File: config.mk
export PLATFORM = sky130hd
export DESIGN_NAME = ddr_cmd_decoder
export DESIGN_NICKNAME = d
export VERILOG_FILES = /design/src/rtl/ddr_par.sv /design/src/rtl/ddr_bank_trk.sv /design/src/rtl/ddr_cmd_decoder.sv
export SDC_FILE = /design/constraint.sdc
export NUM_CORES = 1
export LEC_CHECK = 0
export BUFFER_PORTS_ARGS = -buffer_cell sky130_fd_sc_hd__buf_2
export CAP_MARGIN = 20
export CORE_ASPECT_RATIO = 0.7
export CORE_UTILIZATION = 40
export DETAILED_ROUTE_END_ITERATION = 8
export GPL_TIMING_DRIVEN = 0
export HOLD_SLACK_MARGIN = 0.1
export PLACE_DENSITY = 0.75
export REMOVE_ABC_BUFFERS = 1
export SYNTH_ARGS = -nofsm -noshare
export SYNTH_HDL_FRONTEND = slang
export SYNTH_SLANG_ARGS = --single-unit
File: constraint.sdc
create_clock -name clk -period 2.14 [get_ports clk]
set_input_delay 0.428 -clock clk [delete_from_list [all_inputs] [get_ports clk]]
set_output_delay 0.428 -clock clk [all_outputs]
set_load 0.05 [all_outputs]
File: src/rtl/ddr_par.sv
// Shared definitions for the DDR command-bus decoder: command encodings,
// init-sequence state codes and error codes.
package ddr_par;

    // Command code as seen on {csn, rasn, casn, wen}
    typedef logic [3:0] cmd_t;

    localparam cmd_t CMD_LMR = 4'b0000;
    localparam cmd_t CMD_AR  = 4'b0001;
    localparam cmd_t CMD_PRE = 4'b0010;
    localparam cmd_t CMD_ACT = 4'b0011;
    localparam cmd_t CMD_WR  = 4'b0100;
    localparam cmd_t CMD_RD  = 4'b0101;
    localparam cmd_t CMD_BST = 4'b0110;
    localparam cmd_t CMD_NOP = 4'b0111;
    // Any code with csn=1 is an inhibit; this is the idle-bus form
    localparam cmd_t CMD_INH = 4'b1111;

    // Init-sequence states
    localparam logic [2:0] I_WAIT = 3'd0;
    localparam logic [2:0] I_PRE  = 3'd1;
    localparam logic [2:0] I_EMRS = 3'd2;
    localparam logic [2:0] I_MRS  = 3'd3;
    localparam logic [2:0] I_AR1  = 3'd4;
    localparam logic [2:0] I_DONE = 3'd5;

    // Error codes, lower code has higher priority
    localparam logic [2:0] ERR_NONE      = 3'd0;
    localparam logic [2:0] ERR_INIT      = 3'd1;
    localparam logic [2:0] ERR_ACT_OPEN  = 3'd2;
    localparam logic [2:0] ERR_RW_CLOSED = 3'd3;
    localparam logic [2:0] ERR_RCD       = 3'd4;
    localparam logic [2:0] ERR_RP        = 3'd5;
    localparam logic [2:0] ERR_AR_OPEN   = 3'd6;
    localparam logic [2:0] ERR_MRD       = 3'd7;

    // Width of the tRCD/tRP/tMRD down-counters
    localparam int CNT_W = 4;

endpackage

File: src/rtl/ddr_bank_trk.sv
// Per-bank state for the DDR command decoder: open flag, open row and the
// ACTIVE->READ/WRITE and PRECHARGE->ACTIVE guard counters.
module ddr_bank_trk
    import ddr_par::*;
#(
    parameter int DDR_A_WIDTH = 12,
    parameter int T_RCD       = 3,
    parameter int T_RP        = 3
) (
    input  logic                   clk,
    input  logic                   reset_n,
    input  logic                   act,
    input  logic                   close,
    input  logic [DDR_A_WIDTH-1:0] row,
    output logic                   open_flag,
    output logic [DDR_A_WIDTH-1:0] open_row,
    output logic                   rcd_busy,
    output logic                   rp_busy
);

    logic [CNT_W-1:0] rcd_cnt;
    logic [CNT_W-1:0] rp_cnt;

    // Open flag and row follow ACTIVE / any form of precharge
    always_ff @(posedge clk or negedge reset_n) begin
        if (!reset_n) begin
            open_flag <= 1'b0;
            open_row  <= '0;
        end else if (act) begin
            open_flag <= 1'b1;
            open_row  <= row;
        end else if (close) begin
            open_flag <= 1'b0;
        end
    end

    // Guard counters load on the command edge and count down to zero
    always_ff @(posedge clk or negedge reset_n) begin
        if (!reset_n) begin
            rcd_cnt <= '0;
            rp_cnt  <= '0;
        end else begin
            if (act)
                rcd_cnt <= CNT_W'(T_RCD - 1);
            else if (rcd_cnt != '0)
                rcd_cnt <= rcd_cnt - CNT_W'(1);
            if (close)
                rp_cnt <= CNT_W'(T_RP - 1);
            else if (rp_cnt != '0)
                rp_cnt <= rp_cnt - CNT_W'(1);
        end
    end

    assign rcd_busy = (rcd_cnt != '0);
    assign rp_busy  = (rp_cnt != '0);

endmodule

File: src/rtl/ddr_cmd_decoder.sv
// Passive DDR command-bus monitor: decodes commands, captures mode registers,
// follows the init sequence, tracks open rows and flags protocol violations.
module ddr_cmd_decoder
    import ddr_par::*;
#(
    parameter int DDR_BA_WIDTH = 2,
    parameter int DDR_A_WIDTH  = 12,
    parameter int T_RCD        = 3,
    parameter int T_RP         = 3,
    parameter int T_MRD        = 2,
    parameter int NB           = 2**DDR_BA_WIDTH
) (
    input  logic                      clk,
    input  logic                      reset_n,
    input  logic                      ddr_cke,
    input  logic                      ddr_csn,
    input  logic                      ddr_rasn,
    input  logic                      ddr_casn,
    input  logic                      ddr_wen,
    input  logic [DDR_BA_WIDTH-1:0]   ddr_ba,
    input  logic [DDR_A_WIDTH-1:0]    ddr_add,
    output logic                      cmd_valid,
    output logic [3:0]                cmd_code,
    output logic [DDR_BA_WIDTH-1:0]   cmd_ba,
    output logic [DDR_A_WIDTH-1:0]    cmd_addr,
    output logic [2:0]                mr_cl,
    output logic [2:0]                mr_bl,
    output logic                      mr_bt,
    output logic                      emr_dll,
    output logic                      emr_ds,
    output logic                      init_done,
    output logic [NB-1:0]             bank_open,
    output logic [NB*DDR_A_WIDTH-1:0] open_row,
    output logic                      err_valid,
    output logic [2:0]                err_code
);

    logic [2:0]       state;
    logic [2:0]       state_nxt;
    logic [CNT_W-1:0] mrd_cnt;
    logic [NB-1:0]    rcd_busy;
    logic [NB-1:0]    rp_busy;

    // ---- stage p0: command on the pins, decoded combinationally ----
    cmd_t          code_p0;
    logic          vld_p0;
    logic          a10_p0;
    logic          done_p0;
    logic          is_act_p0, is_rw_p0, is_pre_p0, is_ar_p0, is_lmr_p0;
    logic          ba_mr_p0, ba_emr_p0;
    logic          init_ok_p0, mr_wr_p0, emr_wr_p0;
    logic [2:0]    err_p0;
    logic [NB-1:0] act_p0, close_p0;

    assign code_p0   = {ddr_csn, ddr_rasn, ddr_casn, ddr_wen};
    assign vld_p0    = ddr_cke && !ddr_csn && (code_p0 != CMD_NOP);
    assign a10_p0    = ddr_add[10];
    assign done_p0   = (state == I_DONE);
    assign is_act_p0 = vld_p0 && (code_p0 == CMD_ACT);
    assign is_rw_p0  = vld_p0 && ((code_p0 == CMD_RD) || (code_p0 == CMD_WR));
    assign is_pre_p0 = vld_p0 && (code_p0 == CMD_PRE);
    assign is_ar_p0  = vld_p0 && (code_p0 == CMD_AR);
    assign is_lmr_p0 = vld_p0 && (code_p0 == CMD_LMR);
    assign ba_mr_p0  = (ddr_ba == '0);
    assign ba_emr_p0 = (ddr_ba == DDR_BA_WIDTH'(1));

    // Init sequence: next state, legality and which mode register to capture
    always_comb begin
        state_nxt  = state;
        init_ok_p0 = 1'b1;
        mr_wr_p0   = 1'b0;
        emr_wr_p0  = 1'b0;
        if (vld_p0) begin
            case (state)
                I_WAIT: if (is_pre_p0 && a10_p0) state_nxt = I_PRE;
                        else init_ok_p0 = 1'b0;
                I_PRE:  if (is_lmr_p0 && ba_emr_p0) begin
                            state_nxt = I_EMRS;
                            emr_wr_p0 = 1'b1;
                        end else init_ok_p0 = 1'b0;
                I_EMRS: if (is_lmr_p0 && ba_mr_p0) begin
                            state_nxt = I_MRS;
                            mr_wr_p0  = 1'b1;
                        end else init_ok_p0 = 1'b0;
                I_MRS:  if (is_lmr_p0 && ba_mr_p0) mr_wr_p0 = 1'b1;
                        else if (is_ar_p0) state_nxt = I_AR1;
                        else init_ok_p0 = 1'b0;
                I_AR1:  if (is_lmr_p0 && ba_mr_p0) mr_wr_p0 = 1'b1;
                        else if (is_ar_p0) state_nxt = I_DONE;
                        else init_ok_p0 = 1'b0;
                I_DONE: begin
                    mr_wr_p0  = is_lmr_p0 && ba_mr_p0;
                    emr_wr_p0 = is_lmr_p0 && ba_emr_p0;
                end
                default: state_nxt = I_WAIT;
            endcase
        end
    end

    // Error priority: checks use bank/counter state from before this command
    always_comb begin
        err_p0 = ERR_NONE;
        if (vld_p0) begin
            if (!init_ok_p0)
                err_p0 = ERR_INIT;
            else if (done_p0 && is_act_p0 && bank_open[ddr_ba])
                err_p0 = ERR_ACT_OPEN;
            else if (done_p0 && is_rw_p0 && !bank_open[ddr_ba])
                err_p0 = ERR_RW_CLOSED;
            else if (done_p0 && is_rw_p0 && rcd_busy[ddr_ba])
                err_p0 = ERR_RCD;
            else if (done_p0 && ((is_act_p0 && rp_busy[ddr_ba]) || (is_ar_p0 && (|rp_busy))))
                err_p0 = ERR_RP;
            else if (done_p0 && is_ar_p0 && (|bank_open))
                err_p0 = ERR_AR_OPEN;
            else if (mrd_cnt != '0)
                err_p0 = ERR_MRD;
        end
    end

    for (genvar i = 0; i < NB; i++) begin : g_bank
        assign act_p0[i]   = done_p0 && is_act_p0 && (ddr_ba == DDR_BA_WIDTH'(i));
        assign close_p0[i] = done_p0 &&
                             ((is_rw_p0 && a10_p0 && (ddr_ba == DDR_BA_WIDTH'(i))) ||
                              (is_pre_p0 && (a10_p0 || (ddr_ba == DDR_BA_WIDTH'(i)))));

        ddr_bank_trk #(
            .DDR_A_WIDTH (DDR_A_WIDTH),
            .T_RCD       (T_RCD),
            .T_RP        (T_RP)
        ) u_trk (
            .clk       (clk),
            .reset_n   (reset_n),
            .act       (act_p0[i]),
            .close     (close_p0[i]),
            .row       (ddr_add),
            .open_flag (bank_open[i]),
            .open_row  (open_row[i*DDR_A_WIDTH +: DDR_A_WIDTH]),
            .rcd_busy  (rcd_busy[i]),
            .rp_busy   (rp_busy[i])
        );
    end

    // ---- stage p1: registered outputs ----

    // Init state, mode-register capture and the LMR guard counter
    always_ff @(posedge clk or negedge reset_n) begin
        if (!reset_n) begin
            state   <= I_WAIT;
            mr_cl   <= '0;
            mr_bl   <= '0;
            mr_bt   <= 1'b0;
            emr_dll <= 1'b0;
            emr_ds  <= 1'b0;
            mrd_cnt <= '0;
        end else begin
            state <= state_nxt;
            if (mr_wr_p0) begin
                mr_cl <= ddr_add[6:4];
                mr_bt <= ddr_add[3];
                mr_bl <= ddr_add[2:0];
            end
            if (emr_wr_p0) begin
                emr_dll <= ddr_add[0];
                emr_ds  <= ddr_add[1];
            end
            if (is_lmr_p0)
                mrd_cnt <= CNT_W'(T_MRD - 1);
            else if (mrd_cnt != '0)
                mrd_cnt <= mrd_cnt - CNT_W'(1);
        end
    end

    // Decoded-command and error reporting registers
    always_ff @(posedge clk or negedge reset_n) begin
        if (!reset_n) begin
            cmd_valid <= 1'b0;
            cmd_code  <= '0;
            cmd_ba    <= '0;
            cmd_addr  <= '0;
            err_valid <= 1'b0;
            err_code  <= ERR_NONE;
        end else begin
            cmd_valid <= vld_p0;
            if (vld_p0) begin
                cmd_code <= code_p0;
                cmd_ba   <= ddr_ba;
                cmd_addr <= ddr_add;
            end
            err_valid <= (err_p0 != ERR_NONE);
            err_code  <= err_p0;
        end
    end

    assign init_done = (state == I_DONE);

endmodule

Word-level counts from Yosys, hierarchy flattened
Index checks and enable logic that the tools add are counted.
Widths: inputs -> output; s select.

operators by class
  div/mod/pow operators = 0
  $mul = 0
  reductions and logical operators = 80
  equal/unequal tests = 21
  muxes and demuxes = 59
  shift operators = 0
  bitwise operators = 1
  add/sub/neg operators = 9
  $lt $le $gt $ge = 1

operators with widths
  kind                 number
  $mux 4               18
  $mux 3               15
  $logic_and 1x1->1    37
  $reduce_bool 4->1    9
  $sub 4x1->4 const B  9
  $reduce_bool 2->1    13
  $mux 1               19
  $pmux 3 s6           1
  $ne 2x2->1 const B   7
  $logic_or 1x1->1     10
  $reduce_and 9->1     1
  $eq 4x2->1 const B   2
  $eq 4x3->1 const B   2
  $reduce_or 4->1      2
  $bmux 1 s2           3
  $eq 3x2->1 const B   2
  $eq 3x3->1 const B   2
  $eq 2x2->1 const B   2
  $eq 4x1->1 const B   1
  $logic_not 4->1      1
  $ne 4x3->1 const B   1
  $pmux 1 s2           2
  $pmux 1 s4           1
  $eq 3x1->1 const B   1
  9 further kinds      10

storage, ports and cells
  memories = 0
  latch bits = 0
  memory bits (read-only) = 0
  memory bits (writable) = 0
  input bits = 21
  output and inout bits = 85
  bits in registers = 123
  logic and storage cells = 200

Logic depth before layout (Yosys ltp)
  word-level depth = 14
  gate-level depth with buffers = 8
  gate-level depth less buffers = 7

By module
Synthesis repeated with hierarchy kept, for this count alone.

second synthesis, totals
  cell total of the unflattened synthesis = 512
  area total of the unflattened synthesis = 5864.4 um^2

by module, submodules not included
  module           area each (um^2)  cells each  sequential area each (um^2)  times used
  ddr_bank_trk     949.7             72          525.5                        4
  ddr_cmd_decoder  2065.7            224         975.9                        1

Worst setup path after synthesis
Ideal clock, no wire load.

  path kind = reg-to-reg
  from = reg state[2]
  to = reg err_code[2]
  required time = 2.020 ns
  arrival time = 2.041 ns
  setup time = 0.120 ns
  cell stages (with the launch flop) = 7
  period minus slack after synthesis = 2.161 ns
  slack = -0.021 ns
  cells stage by stage = dfrtp_1 > nand3b_1 > clkinv_1 > and3_2 > a31o_1 > or3_1 > and4_1

on the way
  cells in the longest elaborated chain, start to end = 10
  elaborated cells between the ends (all ways) = 24
  classes of those cells = eq/ne: 5; mux: 9; reduce/logical: 10

ends and longest elaborated chain
  what                             line                    RTL
  start, declared                  ddr_cmd_decoder.sv:38   logic [2:0] state;
  start signal, assigned           ddr_cmd_decoder.sv:157  state <= state_nxt;
  $eq 3x3->1 (*)                   --
  via init_done                    ddr_cmd_decoder.sv:31   output logic init_done,
  $logic_and 1x1->1 (2 in series)  ddr_cmd_decoder.sv:114  else if (done_p0 && is_ar_p0 && (|bank_open))
  $mux 3                           ddr_cmd_decoder.sv:114
  $mux 3                           ddr_cmd_decoder.sv:112  else if (done_p0 && ((is_act_p0 && rp_busy[ddr_ba]) || (is_ar_p0 && (|rp_busy))))
  $mux 3                           ddr_cmd_decoder.sv:110  else if (done_p0 && is_rw_p0 && rcd_busy[ddr_ba])
  $mux 3                           ddr_cmd_decoder.sv:108  else if (done_p0 && is_rw_p0 && !bank_open[ddr_ba])
  $mux 3 (*)                       ddr_cmd_decoder.sv:106  else if (done_p0 && is_act_p0 && bank_open[ddr_ba])
  $mux 3 (*)                       ddr_cmd_decoder.sv:104  if (!init_ok_p0)
  $mux 3 (*)                       ddr_cmd_decoder.sv:103  if (vld_p0) begin
  via err_p0[2]                    ddr_cmd_decoder.sv:52   logic [2:0] err_p0;
  end signal, assigned             ddr_cmd_decoder.sv:191  err_code <= err_p0;
  end, declared                    ddr_cmd_decoder.sv:35   output logic [2:0] err_code

Mark *: on every way through the listed nets, which the timed path passes. The rest lies on a longest branch.
A chain may end at the register's enable or synchronous reset.

Worst setup path after layout
  from = reg g_bank[1].u_trk.open_flag
  to = reg err_code[2]

on the way
  cells in the longest elaborated chain, start to end = 9
  elaborated cells between the ends (all ways) = 14
  classes of those cells = mux: 9; reduce/logical: 5

ends and longest elaborated chain
  what                    line                    RTL
  start, declared         ddr_bank_trk.sv:15      output logic open_flag,
  start signal, assigned  ddr_bank_trk.sv:27      open_flag <= 1'b0;
  start signal, assigned  ddr_bank_trk.sv:30      open_flag <= 1'b1;
  start signal, assigned  ddr_bank_trk.sv:33      open_flag <= 1'b0;
  $reduce_or 4->1         ddr_cmd_decoder.sv:114
  $logic_and 1x1->1       ddr_cmd_decoder.sv:114
  $mux 3                  ddr_cmd_decoder.sv:114
  $mux 3                  ddr_cmd_decoder.sv:112
  $mux 3                  ddr_cmd_decoder.sv:110
  $mux 3                  ddr_cmd_decoder.sv:108
  $mux 3 (*)              ddr_cmd_decoder.sv:106
  $mux 3 (*)              ddr_cmd_decoder.sv:104
  $mux 3 (*)              ddr_cmd_decoder.sv:103
  via err_p0[2]           ddr_cmd_decoder.sv:52

Mark *: on every way through the listed nets, which the timed path passes. The rest lies on a longest branch. The select of a mux whose other input is x is not followed.

==> results.yml <==
routing:
  drc_errors: 0
  drt_iter0_markers: 211
  post_drt_wl_per_cell_um: 16.9
  first_pass_iters: 6
  ant_nets: 0
  viasPerCell: 5.25
  vias: 4285
  routed_wl_mm: 13.8
setup_path:
  r2r_cells: 5
  crit_required_ps: 2440
  critPathKind: "reg2reg"
  crit_arrival_ps: 2370
  worstPathCellList: "or4_4 > a41o_1 > a31o_1 > or3_1 > and4_4"
  slowest_stage: "or4_4"
  cp-end-kind: "flip-flop"
  crit_path_start_kind: "flip-flop"
  path_max_fanout: 4
  slowest_delay_ps: 530
  rrSetupSlack_ps: 70
clocking:
  clock_path_buffers: 2
  cts_tree: "done"
  cts_root_buf: "clkbuf_16"
  clock-sinks: 123
  cts_buffers: 17
  clk_latency_ps: 410
  h-tree-depth: 4
  path_clk_slew_ps: 60
yosys:
  seq_area_frac_synth: 0.546
  syn_area_um2: 5640
  async_flop_share: 1.00
  synth_flop_cell: "dfrtp_1"
  yosys_warnings: 0
  yosysTopAreaCell: "dfrtp_1"
  netlist_instances: 496
  synth_cell_types: 64
  yosys_register_bits: 123
  syn_area_per_cell_um2: 11.4
  synth_top_area_frac: 0.546
  ys_top_cells_by_area: "dfrtp_1 (55%), mux2_2 (12%), nand2_1 (3.3%)"
  synth_edf_count: 0
timing:
  fmax_ghz: 0.482
  holdWs_ps: 270
  worst_slew_pin_slew_ps: 775
  hold_viol: 0
  post-route-period-util: 0.969
  slew_headroom: 0.476
  setup_ws_ps: 66.7
  rsz0062_at_grt: "false"
  drv_slew: 0
  final.setup.tns_ps: 0
  skew_ps: 8.58
  period_needed_ps: 2070
  setup_viol: 0
placed_design:
  place_hpwl_mm: 9.12
  place_ws_ps: -1220
  gp_congestion: 0.833
  place_inst: 768
  io_buffers: 105
hold_path:
  hold_depth: 3
  hold_class: "in2reg"
cells_and_area:
  areaGrowthSynthToFinish_pct: 27.9
  fin_cells: 816
  final_core_util: 0.537
  drive_gt1_frac: 0.406
  final_common_cell: "dfrtp_1"
  multi_input_area_um2: 2500
  n_fill_cell: 1163
  most-common-layout-cells: "dfrtp_1 (120), buf_2 (104), mux2_2 (58), nand2_1 (47), nor2_1 (34)"
  nets: 648
  regArea_um2: 3080
  num_antenna_cells: 0
global_route:
  grt_pass1_vias: 4258
  grt_use_met2: 0.307
  grt_util_met3: 0.0600
  met1_usage: 0.273
  grt-busiest-layer: "met2"
  grt_usage: 0.201
  grt-ovfl-total: 0
  grt_max_degree: 94
  antenna_found_initial: 0
  grt_pass1_wl_mm: 22.1
floorplan:
  core.rowCount: 35
  die-area_um2: 14600
  coreArea_um2: 13400
  die_x_um: 144
  ios: 106
  die_h_um: 101
  start_util: 0.420
power:
  p_int_mw: 5.44
  peakVddDrop_mv: 0.742
  p_sw_mw: 2.73
  leakagePower_nw: 3.61
  power_frac_comb: 0.283
  p_per_area_nw_per_um2: 1130
  p_seq_frac: 0.378
  power.share.clock: 0.339
  switching_share: 0.335
run:
  maxCapViolations: 0
run_status:
  status: "finished clean"
## power by group through the flow
| stage | logic [mW] | registers, mW | clock network [mW] |
|---|---|---|---|
| 5_1_grt | 2.61 | 3.14 | 2.94 |
| 6_report | 2.31 | 3.09 | 2.77 |
| 4_1_cts | 2.14 | 3.07 | 2.81 |
| 2_1_floorplan | 1.34 | 3.23 | 0 |
| 3_3_place_gp | 1.86 | 3.05 | 0 |
| 3_5_place_dp | 2.02 | 3.08 | 0 |
## metrics by stage
step	cell area, um^2	power, mW
after floorplan	5510	4.57
after global placement	6270	4.90
after detailed placement	6310	5.10
after CTS	7100	8.03
after global routing	7210	8.69
final	7210	8.17
## Yosys cell counts, types with 5 or more instances
cell type  instances
ha_1               9
o21ai_0           10
nand2_1           49
inv_1             23
nor3b_1            5
nor3_1            10
clkbuf_1           6
xnor2_1            9
a21oi_1           30
mux2_2            58
buf_2              7
nor2_1            36
nor2b_1            5
dfrtp_1          123
or3_1             10
nand3b_1          15
a31oi_1            5
nand2b_1          12
## cells by family (layout without fill, tap and decap cells)
| family | count (synthesis) | count (layout) | share of synthesized area |
|---|---|---|---|
| mux | 60 | 60 | 0.122 |
| buf+inv | 44 | 179 | 0.0390 |
| compound gates | 72 | 72 | 0.0821 |
| simple gates | 179 | 179 | 0.177 |
| fa+ha+maj | 9 | 9 | 0.0200 |
| flops | 123 | 123 | 0.546 |
| xor+xnor | 9 | 9 | 0.0140 |
## timing repair
| item | 4_1_cts | 5_1_grt |
|---|---|---|
| pin swaps | 5 | 3 |
| gates resized for setup | 17 | 22 |
| cloned | 1 | 0 |
| setup endpoints to repair | 102 | 44 |
| hold endpoints to repair | 30 | 0 |
| hold buffers | 1 | 0 |
| buffers inserted | 11 | 3 |
## registers in the layout, summed over array words and instances, names as in the netlist, 2 cells and up
signal	flops
cmd_ba	2
mr_cl	3
err_code	3
g_bank.u_trk.open_flag	4
g_bank.u_trk.open_row	48
cmd_code	4
state	3
mr_bl	3
g_bank.u_trk.rcd_cnt	16
g_bank.u_trk.rp_cnt	16
mrd_cnt	4
cmd_addr	12
## worst max-delay path: cells and delay by family, from the launching register on
| kind | cells | cell delay (ps) |
|---|---|---|
| DFF | 1 | 430 |
| AOI/OAI and AO/OA | 2 | 460 |
| and+or+nand+nor | 3 | 1060 |
## layout make-up
type / count / share of cell area
clock buffers: 18 / 0.0609
clock inverters: 14 / 0.0191
inverters: 24 / 0.0130
multi-input cells: 329 / 0.346
flip-flops and latches: 123 / 0.427
well taps: 185 / 0.0321
repair buffers: 122 / 0.100
repair inverters: 1 / 0.00104
## layer usage
metal	routed length (um)	vias up
li1	-	2003
met1	6280	2132
met2	6410	127
met3	900	23
met4	213	0
met5	0	-
## path summary, 6_finish.rpt
kind | start | endpoint
worst min register to register | cmd_ba[1]$_DFFE_PN0P_ | cmd_ba[1]$_DFFE_PN0P_
worst max-delay path | g_bank[1].u_trk.open_flag$_DFFE_PN0P_ | err_code[2]$_DFF_PN0_
worst min-delay path | ddr_add[8] | cmd_addr[8]$_DFFE_PN0P_
max in group asynchronous | reset_n | state[0]$_DFFE_PN0P_
worst max register to register | g_bank[1].u_trk.open_flag$_DFFE_PN0P_ | err_code[2]$_DFF_PN0_
min in group asynchronous | reset_n | err_code[0]$_DFF_PN0_
Note: power is estimated with default switching activity, not from simulation.
